==> src/rtl/piso_pkg.sv <==
// Shared types and frame-length helper for the PISO transmitter.
// Frame length grows by one parity bit when PISO_PARITY_EN is defined.
package piso_pkg;

    typedef enum logic {IDLE, SHIFT} piso_state_t;

    function automatic int frame_len(input int width);
`ifdef PISO_PARITY_EN
        return width + 1;
`else
        return width;
`endif
    endfunction

endpackage

==> src/rtl/piso_tx_serializer.sv <==
// Parallel-in/serial-out transmitter feeding siso_reg; optional even parity via PISO_PARITY_EN.
// Latency: first bit on serial_out one cycle after the accepting edge; back-to-back frames have no gap.
// Backpressure: load_ready decodes registered state only; high when idle or on the last bit of a frame.
module piso_tx_serializer
    import piso_pkg::*;
#(
    parameter int WIDTH     = 4,
    parameter bit MSB_FIRST = 1'b1
) (
    input  logic             clk,
    input  logic             rst,
    input  logic [WIDTH-1:0] load_data,
    input  logic             load_valid,
    output logic             load_ready,
    output logic             serial_out,
    output logic             frame_active,
    output logic             done
);

    localparam int FRAME_LEN = frame_len(WIDTH);
    localparam int CW        = $clog2(WIDTH + 1);
    localparam logic [CW-1:0] LAST_IDX = CW'(FRAME_LEN - 1);

    piso_state_t      state;
    logic [WIDTH-1:0] shreg;
    logic [CW-1:0]    cnt;
    logic             last_bit;
    logic             accept;
    logic             first_bit;
    logic             next_bit;
    logic [WIDTH-1:0] load_rest;
    logic [WIDTH-1:0] shift_rest;

`ifdef PISO_PARITY_EN
    localparam logic [CW-1:0] DATA_LAST = CW'(WIDTH - 1);
    logic parity;
`endif

    always_comb begin
        last_bit     = (state == SHIFT) && (cnt == LAST_IDX);
        load_ready   = (state == IDLE) || last_bit;
        accept       = load_valid && load_ready;
        frame_active = (state == SHIFT);
        done         = last_bit;
    end

    // shreg holds the bits still to be sent, aligned so the next one sits at the output end
    generate
        if (MSB_FIRST) begin : g_msb
            assign first_bit  = load_data[WIDTH-1];
            assign load_rest  = {load_data[WIDTH-2:0], 1'b0};
            assign next_bit   = shreg[WIDTH-1];
            assign shift_rest = {shreg[WIDTH-2:0], 1'b0};
        end else begin : g_lsb
            assign first_bit  = load_data[0];
            assign load_rest  = {1'b0, load_data[WIDTH-1:1]};
            assign next_bit   = shreg[0];
            assign shift_rest = {1'b0, shreg[WIDTH-1:1]};
        end
    endgenerate

    always_ff @(posedge clk or posedge rst) begin
        if (rst) begin
            state      <= IDLE;
            shreg      <= '0;
            cnt        <= '0;
            serial_out <= 1'b0;
`ifdef PISO_PARITY_EN
            parity     <= 1'b0;
`endif
        end else if (accept) begin
            state      <= SHIFT;
            cnt        <= '0;
            serial_out <= first_bit;
            shreg      <= load_rest;
`ifdef PISO_PARITY_EN
            parity     <= ^load_data;
`endif
        end else if (last_bit) begin
            state      <= IDLE;
            cnt        <= '0;
            serial_out <= 1'b0;
        end else if (state == SHIFT) begin
            cnt   <= cnt + CW'(1);
            shreg <= shift_rest;
`ifdef PISO_PARITY_EN
            serial_out <= (cnt == DATA_LAST) ? parity : next_bit;
`else
            serial_out <= next_bit;
`endif
        end
    end

endmodule

==> config.mk <==
export PLATFORM = sky130hd
export DESIGN_NAME = piso_tx_serializer
export DESIGN_NICKNAME = d
export VERILOG_FILES = /design/src/rtl/piso_pkg.sv /design/src/rtl/piso_tx_serializer.sv
export SDC_FILE = /design/constraint.sdc
export NUM_CORES = 1
export LEC_CHECK = 0
export BUFFER_PORTS_ARGS = -buffer_cell sky130_fd_sc_hd__buf_4
export CAP_MARGIN = 20
export CORE_AREA = 3 3 40 42
export CTS_CLUSTER_SIZE = 28
export DETAILED_ROUTE_END_ITERATION = 10
export DIE_AREA = 0 0 43 45
export HOLD_SLACK_MARGIN = 0.08
export PLACE_DENSITY = 0.49
export SYNTH_ARGS = -nofsm -noshare
export SYNTH_HDL_FRONTEND = slang
export SYNTH_SLANG_ARGS = --single-unit
==> constraint.sdc <==
create_clock -name clk -period 1.94 [get_ports clk]
set_clock_uncertainty 0.05 [all_clocks]
set_input_delay 0.097 -clock clk [delete_from_list [all_inputs] [get_ports clk]]
set_output_delay 0.097 -clock clk [all_outputs]
set_load 0.005 [all_outputs]
==> results.py <==
metrics = {
    "clock_network": {
        "ctsLongestPathBuffers": 2,
        "ctsHoldBuffers": 4,
        "htreeDepth": 1,
        "cts.sinks": 8,
        "clock_latency_ns": 0.25,
        "ctsResizeCount": 0,
        "cts_made_buffers": 3,
        "cts_tree": "yes",
        "clockRootBuffer": "clkbuf_4",
        "clk_pin_slew_worst_paths_ns": 0.06,
        "cts_setup_buffers": 0,
    },
    "setup_path": {
        "startpoint_type": "flip-flop",
        "reg2reg_depth": 4,
        "critPathCaptureType": "output pin",
        "cp.arrival_ns": 1.37,
        "crit_path_start": "cnt[0]",
        "path_class": "flip-flop to output pin",
        "required_ns": 1.79,
        "r2r_end": "serial_out",
        "reg2reg_from": "cnt[0]",
        "cp_max_fo": 6,
        "rrSetupSlack_ns": 0.56,
        "crit_end": "load_ready",
    },
    "power_and_ir_drop": {
        "power_switching_mw": 0.217,
        "seq_power_share_pct": 40.9,
        "p_clk_share_pct": 19.6,
        "irDropWorstVdd_uv": 493,
        "cellPowerDensity_mw_per_mm2": 1280,
        "swShare_pct": 32.8,
        "intPower_mw": 0.445,
        "p_leak_nw": 0.261,
        "combPwrFrac_pct": 39.6,
    },
    "sta": {
        "setup_viol": 0,
        "tns_ns": 0,
        "max_slew_margin_pct": 79.8,
        "rsz0062_at_grt": "no",
        "fin_hold_ws_ns": 0.158,
        "period_minus_slack_ns": 1.52,
        "max_freq_mhz": 659,
        "tightest_slew_ns": 0.302,
        "hold_viol": 0,
        "finalCritPeriodShare_pct": 78.2,
        "drv_slew": 0,
    },
    "logic_synthesis": {
        "async_flop_share_pct": 100,
        "synthTopCellsByArea": "dfrtp_1 (55%), mux2i_1 (8.2%), o21ai_0 (5.5%)",
        "synth_edf_count": 0,
        "syn-num-nets": 43,
        "yosysTopAreaCell": "dfrtp_1",
        "ys_warn_count": 0,
        "ys_types": 14,
        "synthesis.area_um2": 367,
        "synthTopCellsByCount": "dfrtp_1 (8), nand2_1 (4), o21ai_0 (4)",
        "postSynthAreaPerCell_um2": 10.5,
        "synthCells": 35,
        "synth_top_area_share_pct": 54.6,
        "yosysSeqAreaShare_pct": 54.6,
        "synthFlopType": "dfrtp_1",
        "ys_seq_elements": 8,
        "yosysMostFrequentCell": "dfrtp_1",
    },
    "final_layout": {
        "syn2layout_area_growth_pct": 41.6,
        "fin_nets": 61,
        "drive_above_1_share_pct": 31.4,
        "antenna_cells": 0,
        "fillers": 135,
    },
    "global_routing": {
        "grt_pass1_wl_um": 1230,
        "grt_pass1_vias": 264,
        "grt-ovfl-total": 0,
        "grt_max_degree": 10,
        "track_usage_pct": 9.43,
        "grt_antenna_before_repair": 0,
    },
    "detailed_routing": {
        "firstDrtPassIters": 3,
        "via_count": 298,
        "drcViolationCount": 0,
        "wl_um": 751,
        "wire_per_inst_um": 11.4,
        "vias_per_cell": 4.52,
        "antenna_left": 0,
        "first_iter_violations": 7,
    },
    "place": {
        "gp_congestion": 0.702,
        "port_buffers": 10,
    },
    "die": {
        "ios": 11,
        "die_h_um": 45,
        "initial_core_util_pct": 28.5,
        "dieArea_mm2": 0.00194,
        "core_mm2": 0.00128,
        "die_w_um": 43,
        "rows": 13,
    },
    "hold_path": {
        "hold_class": "input port to flip-flop",
        "hold_depth": 3,
    },
    "outcome": {
        "status": "finished, final reports clean",
    },
    "run": {
        "maxCapViolCount": 0,
    },
}
==> cell usage in the layout, fill, tap and decap left out <==
master / n
mux2i_1: 3
ha_1: 1
a21oi_1: 2
dlygate4sd3_1: 4
a22o_2: 1
nand2b_4: 1
dfrtp_1: 8
a221o_1: 1
nor2_1: 3
inv_1: 3
o21ai_0: 4
nand2_1: 4
and2_4: 1
clkbuf_4: 3
nand3_1: 2
buf_4: 10
==> worst min-delay path by stage <==
stage | startpoint | to | slack (ns)
global route | load_data[2] | shreg[3] | 0.16
floorplan | rst | cnt[0] | -0.14
finish | load_data[2] | shreg[3] | 0.16
CTS | load_data[2] | shreg[3] | 0.14
detailed placement | rst | cnt[0] | 0.02
global placement | rst | cnt[0] | 0.01
==> per-layer routing <==
layer / share of wire [%] / track usage (%) / vias to the layer above
met4: 0 / 7.23 / 0
met2: 47 / 12.9 / 8
met5: 0 / 0 / -
met1: 46 / 10.7 / 136
met3: 7.1 / 5.58 / 0
li1: - / - / 154
==> cells by family after synthesis <==
logic type      after synthesis  synth area share [%]
simple gates                 11                  16.0
compound gates                8                  13.7
flops                         8                  54.6
buf+inv                       4                  4.09
mux                           3                  8.19
fa+ha+maj                     1                  3.41
==> final cells by class <==
cell class / count / area [um2] / share of cell area (%)
Clock buffer: 3 / 22.5 / 4.34
Inverter: 3 / 11.3 / 2.17
Timing Repair Buffer: 14 / 115 / 22.2
Sequential cell: 8 / 200 / 38.6
Tap cell: 15 / 18.8 / 3.61
Multi-Input combinational cell: 23 / 151 / 29.2
==> power groups by stage <==
stage	combinational, mW	sequential [mW]	clock (mW)
detailed placement	0.257	0.274	0
CTS	0.267	0.271	0.133
global placement	0.255	0.272	0
finish	0.262	0.271	0.130
global route	0.299	0.282	0.145
floorplan	0.158	0.265	0
==> metrics by stage <==
| stage | setup WS, ns | power [mW] | util [%] | std cells | cell area, um2 |
|---|---|---|---|---|---|
| after detailed placement | 0.574 | 0.531 | 35.5 | 59 | 457 |
| final | 0.424 | 0.662 | 40.4 | 66 | 519 |
| after floorplan | 0.646 | 0.424 | - | 35 | 367 |
| after CTS | 0.415 | 0.671 | 40.4 | 66 | 519 |
| after global placement | 0.608 | 0.527 | 35.5 | 59 | 457 |
| after global routing | 0.343 | 0.727 | 40.4 | 66 | 519 |
==> state kept, by name, indices dropped and copies added (netlist names) <==
signal,cells
serial_out,1
frame_active,1
shreg,3
cnt,3
==> critical path: stages, from the launching register on <==
cell,delay (ns)
dfrtp_1,0.39
ha_1,0.26
nand2b_4,0.10
and2_4,0.17
inv_1,0.07
buf_4,0.13
No activity file was read; power rests on OpenSTA's default activity.
